<file path="config.mk">
export PLATFORM = sky130hd
export DESIGN_NAME = mem_addr_arbiter
export DESIGN_NICKNAME = d
export VERILOG_FILES = /design/src/rtl/mem_addr_arbiter.sv
export SDC_FILE = /design/constraint.sdc
export NUM_CORES = 1
export LEC_CHECK = 0
export ABC_AREA = 1
export BUFFER_PORTS_ARGS = -buffer_cell sky130_fd_sc_hd__buf_4
export CAP_MARGIN = 20
export CORE_MARGIN = 10
export CORE_UTILIZATION = 46
export DETAILED_ROUTE_END_ITERATION = 10
export PLACE_DENSITY_LB_ADDON = 0.1
export SLEW_MARGIN = 25
export SYNTH_ARGS = -nofsm -noshare
export SYNTH_HDL_FRONTEND = slang
export SYNTH_SLANG_ARGS = --single-unit
</file>
<file path="constraint.sdc">
create_clock -name clk -period 2.45 [get_ports clk]
set_input_delay 0 -clock clk [delete_from_list [all_inputs] [get_ports clk]]
set_output_delay 0 -clock clk [all_outputs]
set_load 0.01 [all_outputs]
</file>
<file path="src/rtl/mem_addr_arbiter.sv">
// rtl/mem_addr_arbiter.sv - round-robin owner arbiter for the shared 8:1 memory address mux
module mem_addr_arbiter #(
  parameter int NUM_REQ  = 8,
  parameter int SEL_W    = 3,
  parameter int MAX_HOLD = 64,
  parameter int CNT_W    = 7
) (
  input  logic               clk,
  input  logic               nrst,
  input  logic [NUM_REQ-1:0] req,
  input  logic [NUM_REQ-1:0] done,
  output logic [NUM_REQ-1:0] grant,
  output logic [SEL_W-1:0]   sel,
  output logic               mem_en,
  output logic               busy,
  output logic               preempt
);

  typedef enum logic [1:0] {
    ST_IDLE  = 2'd0,
    ST_GRANT = 2'd1,
    ST_TURN  = 2'd2
  } state_t;

  // Last value of the hold counter; with preemption disabled the counter never moves.
  localparam logic [CNT_W-1:0] HOLD_LAST = (MAX_HOLD == 0) ? '0 : CNT_W'(MAX_HOLD - 1);

  state_t             r_state;
  logic [SEL_W-1:0]   r_ptr;
  logic [SEL_W-1:0]   r_owner;
  logic [CNT_W-1:0]   r_hold_cnt;
  logic [NUM_REQ-1:0] r_grant;
  logic [SEL_W-1:0]   r_sel;
  logic               r_mem_en;
  logic               r_busy;
  logic               r_preempt;

  logic               w_found;
  logic [SEL_W-1:0]   w_winner;
  logic [NUM_REQ-1:0] w_owner_oh;
  logic               w_rel_done;
  logic               w_rel_drop;
  logic               w_rel_hold;
  logic               w_release;

  // Rotating priority scan: first requester at or after r_ptr, wrapping past the top index.
  always_comb begin
    w_found  = 1'b0;
    w_winner = '0;
    for (int i = 0; i < NUM_REQ; i++) begin
      if (!w_found && req[r_ptr + SEL_W'(i)]) begin
        w_found  = 1'b1;
        w_winner = r_ptr + SEL_W'(i);
      end
    end
  end

  // Release conditions for the current owner; only the owner's req/done bits matter here.
  always_comb begin
    w_owner_oh = NUM_REQ'(1) << r_owner;
    w_rel_done = done[r_owner];
    w_rel_drop = !req[r_owner];
    w_rel_hold = (MAX_HOLD != 0) && (r_hold_cnt == HOLD_LAST) && ((req & ~w_owner_oh) != '0);
    w_release  = w_rel_done || w_rel_drop || w_rel_hold;
  end

  // Arbitration FSM with all outputs registered alongside the state.
  always_ff @(posedge clk or negedge nrst) begin
    if (!nrst) begin
      r_state    <= ST_IDLE;
      r_ptr      <= '0;
      r_owner    <= '0;
      r_hold_cnt <= '0;
      r_grant    <= '0;
      r_sel      <= '0;
      r_mem_en   <= 1'b0;
      r_busy     <= 1'b0;
      r_preempt  <= 1'b0;
    end else begin
      case (r_state)
        ST_IDLE, ST_TURN: begin
          r_preempt <= 1'b0;
          if (w_found) begin
            r_owner    <= w_winner;
            r_sel      <= w_winner;
            r_grant    <= NUM_REQ'(1) << w_winner;
            r_mem_en   <= 1'b1;
            r_hold_cnt <= '0;
            r_busy     <= 1'b1;
            r_state    <= ST_GRANT;
          end else begin
            r_grant  <= '0;
            r_mem_en <= 1'b0;
            r_busy   <= 1'b0;
            r_state  <= ST_IDLE;
          end
        end
        ST_GRANT: begin
          if (w_release) begin
            r_grant   <= '0;
            r_mem_en  <= 1'b0;
            r_ptr     <= r_owner + SEL_W'(1);
            r_busy    <= 1'b1;
            r_state   <= ST_TURN;
            // A revoke only counts as preemption when the owner was not finishing anyway.
            r_preempt <= w_rel_hold && !w_rel_done && !w_rel_drop;
          end else begin
            r_preempt <= 1'b0;
            if (r_hold_cnt != HOLD_LAST) begin
              r_hold_cnt <= r_hold_cnt + CNT_W'(1);
            end
          end
        end
        default: begin
          r_grant   <= '0;
          r_mem_en  <= 1'b0;
          r_busy    <= 1'b0;
          r_preempt <= 1'b0;
          r_state   <= ST_IDLE;
        end
      endcase
    end
  end

  assign grant   = r_grant;
  assign sel     = r_sel;
  assign mem_en  = r_mem_en;
  assign busy    = r_busy;
  assign preempt = r_preempt;

endmodule

</file>
# After elaboration in Yosys (flattened, before gate mapping)
# Cells that the tools add are included.
# classes
addsub	9
magnitude_cmp	9
eq_ne	8
shift	2
muxes	53
bitwise	2
reduce_logical	28
# ops
op	count
$lt 3x4->1 const B	9
$bmux 1 s3	10
$mux 1	24
$mux 3	8
$mux 7	3
$mux 8	2
$pmux 8 s2	1
$shl 1x3->8 const A	2
$pmux 7 s2	1
$add 3x3->3 const B	4
$logic_and 1x1->1	10
$logic_not 1->1	9
$and 8x8->8	1
$ne 2x2->1 const B	4
$not 8->8	1
$reduce_bool 8->1	1
$add 7x1->7 const B	1
$eq 7x6->1 const B	1
$ne 7x6->1 const B	1
$add 3x1->3 const B	2
$add 3x2->3 const B	2
$pmux 1 s2	2
$pmux 2 s2	1
$reduce_and 2->1	2
other kinds (8)	9
# totals
register_bits	26
wordCells	119

# Depth between registers and ports, before layout
# logic_depth
word_depth	27
mapped_depth	18
depth_no_buf	16

# Least setup slack after synthesis
# OpenSTA, ideal clock, no wires.
# synth_timing
path_kind	register to register
startpoint	register r_ptr[0]
endpoint	register r_grant[6], in the netlist grant[6]
setup_ns	0.118
t_arrival_ns	2.254
path_slack_ns	0.079
stages_incl_launch_ff	19
n_path_buf	2
synth_period_minus_slack_ns	2.371
cell_sequence	dfrtp_1 > buf_6 > inv_4 > buf_6 > ha_1 > inv_1 > nand3_1 > nand3_2 > nand2_4 > nor2_8 > nand4_4 > nor2_8 > nand3b_4 > nand2_2 > inv_2 > nand2_2 > inv_2 > nand3_1 > nand2_1
# synth_between
elab_chain_len	27
elab_cells_between_ends	56
cone_classes	add/sub (7); shift (1); mux (34); reduce/logical (14)
# synth_rtl
element	line	rtl
from (decl)	29	logic [SEL_W-1:0] r_ptr;
from (signal assigned)	102	r_ptr <= r_owner + SEL_W'(1);
branches (longest 25 deep; another with $add 3x1->3)	-	
$mux 8 (*)	83	if (w_found) begin
$pmux 8 s2 (*)	80	case (r_state)
to (signal assigned)	86	r_grant <= NUM_REQ'(1) << w_winner;
to (decl)	32	logic [NUM_REQ-1:0] r_grant;
# Mark *: on every way between the ends. The select of a mux whose other input is x is not followed.
# A chain may end at the register's enable or synchronous reset.

# Worst setup path after layout
# layout_timing
startpoint	register r_ptr[0]
endpoint	register r_grant[4], in the netlist grant[4]
# Same word-level chain as after synthesis.

==> flow_summary.json <==
{
  "cp.required_ns": 2.61,
  "ys_ff_latch": 26,
  "gr-total-overflow": 0,
  "crit_type": "reg -> reg",
  "tightest_slew_ns": 0.477,
  "drc": 0,
  "cts_tree": "done",
  "fin_tns_setup_ns": 0,
  "crit_path_start_kind": "register",
  "critPathCaptureType": "register",
  "row_count": 25,
  "grt_pass1_vias": 2049,
  "fill_cells": 445,
  "post-route-min-period_ns": 2.27,
  "area_growth_pct": 22.9,
  "final_cells": 417,
  "grt_antenna_before_repair": 0,
  "skew_ns": 0.00945,
  "synth_area_leaders": "dfrtp_1 29%, nand2_1 15%, nand3_1 9.1%",
  "dp.cells": 412,
  "grt_max_degree": 27,
  "die_h_um": 90.0,
  "synthAdderAreaFrac_pct": 4.99,
  "yosysWarningCount": 0,
  "fmax_ghz": 0.440,
  "avgViaCountPerCell": 5.11,
  "cts_made_buffers": 3,
  "synth-simple-area-share_pct": 45.9,
  "synthArstFlopShare_pct": 100,
  "clk_latency_ns": 0.27,
  "place.gp.congestion": 0.852,
  "fin_crit_sh_pct": 92.8,
  "synth-seq-area-share_pct": 28.8,
  "setup_violations": 0,
  "muxShareOfSynthArea_pct": 0,
  "wl_um": 5530,
  "final_nets": 378,
  "crit_path_cell_trace": "inv_4 -> ha_2 -> inv_4 -> nand3_1 -> nand3_2 -> nand2_4 -> inv_2 -> nand4_4 -> nor2_8 -> nand3b_4 -> nand2_2 -> inv_2 -> nand2_2 -> inv_2 -> nand2_1 -> nand2_1",
  "antennaDiodeCount": 0,
  "synth.avg_cell_area_um2": 7.35,
  "dp_hpwl_um": 4480,
  "cp_data_arrival_time_ns": 2.44,
  "synthXorXnorAreaFrac_pct": 3.44,
  "synth_top_area_cell": "dfrtp_1",
  "cp_slowest_cell": "dfrtp_2",
  "critPathMostFrequentCell": "inv_2",
  "postCtsSetupBuffers": 0,
  "ant_nets": 0,
  "synth_top_family_by_area": "simple AND/OR/NAND/NOR gates",
  "vias": 2131,
  "path_max_fanout": 6,
  "synth_area_um2": 2260,
  "slew_violations": 0,
  "io_buffer_count": 31,
  "r2r_slack_ns": 0.18,
  "outcome": "completed",
  "coreArea_um2": 4720,
  "synth_edf_count": 0,
  "finalHoldViolations": 0,
  "final_cell_mix": "88 x nand2_1, 42 x buf_4, 37 x nand3_1",
  "syn_nets": 334,
  "synth_ff_type": "dfrtp_1",
  "htree_levels": 1,
  "routedWlPerCell_um": 13.3,
  "die_w_um": 90.0,
  "dr.pass1.iters": 6,
  "die-area_um2": 8110,
  "grt_util_all_layers_pct": 13.5,
  "syn_inst": 307,
  "maxCapViolCount": 0,
  "clkSinkCount": 26,
  "synth_compound_area_share_pct": 8.65,
  "clk_pin_slew_ns": 0.09,
  "cp_slowest_stage_delay_ns": 0.45,
  "drt_first_iter_violations": 80,
  "start_util_pct": 47.8,
  "final_common_cell": "nand2_1",
  "cts_buffer_depth": 2,
  "layout-drive-gt1-share_pct": 32.3,
  "hold_class": "in -> async",
  "place_ws_ns": 0.105,
  "worst_slack_ns": 0.176,
  "yosysTopAreaCellShare_pct": 28.8,
  "synth.distinct_cells": 37,
  "relSlewSlack_pct": 68.1,
  "root_buffer": "clkbuf_8",
  "boundaryPins": 32,
  "grt_first_pass_wirelength_um": 9600
}
==> flip-flops by register name, indices dropped and copies added (netlist names) <==
name,cells
mem_en,1
busy,1
preempt,1
sel,3
r_ptr,3
r_hold_cnt,7
grant,8
r_state,2
==> what timing repair did <==
item | in CTS | in global routing
gates resized for setup | 0 | 23
endpoints found under the hold margin | 26 | 0
endpoints found under the setup margin | 0 | 18
hold buffers | 1 | 0
==> worst max-delay path, delay by kind of cell (launching register included) <==
family	cells	cell delay [ns]
buffers and inverters	5	0.37
AND/OR/NAND/NOR	10	1.01
adder cells (fa/ha/maj)	1	0.31
flip-flops	1	0.45
==> stage by stage <==
stage	hold WS [ns]	area, um^2	utilization, %
finish	0.173	2770	58.7
global route	0.197	2770	58.7
CTS	0.170	2690	56.9
detailed placement	-0.0713	2610	55.2
global placement	-0.0690	2610	55.2
floorplan	-0.296	2260	-
==> cell families after synthesis <==
family | count (synthesis)
adders and majority gates | 9
buffers and inverters | 38
and+or+nand+nor | 197
DFF | 26
xor gates and xnor gates | 8
AOI/OAI and AO/OA | 29
==> cell type report <==
cell class                      instances  area (um^2)  area share [%]
Sequential cell                        26          653            23.6
Clock inverter                          1         30.0            1.08
Clock buffer                            3         41.3            1.49
Timing Repair Buffer                   44          337            12.1
Inverter                               33          129            4.65
Multi-Input combinational cell        243         1500            54.1
Tap cell                               67         83.8            3.02
==> final timing paths <==
check,from,to,cells past startpoint
max in group asynchronous,nrst,r_ptr[0],2
max reg2reg,r_ptr[0],grant[4],16
min reg2reg,grant[3],grant[3],2
max,r_ptr[0],grant[4],16
min in group clk,req[7],preempt,5
min,nrst,r_hold_cnt[3],2
==> per-layer routing <==
metal  vias up  track usage (%)  routed length [um]
met3         0             2.49                 195
li1       1099                -                   -
met1       993             18.5                2700
met5         -                0                   0
met4         0             1.19                   0
met2        39             22.2                2640
==> synth_stat cells (4+ instances only) <==
| master | n |
|---|---|
| inv_1 | 24 |
| nand2_2 | 15 |
| o21ai_1 | 6 |
| nand3_1 | 41 |
| o221ai_1 | 4 |
| nand3_2 | 9 |
| o21ai_2 | 5 |
| inv_2 | 7 |
| nand4_1 | 9 |
| nor2_1 | 18 |
| dfrtp_1 | 26 |
| o21ai_0 | 7 |
| ha_1 | 9 |
| nand2_1 | 89 |
| xor2_1 | 5 |
Power is left out: the tool's default activity adds up to more than one toggle a clock period on the data nets, which glitch-free logic cannot reach.
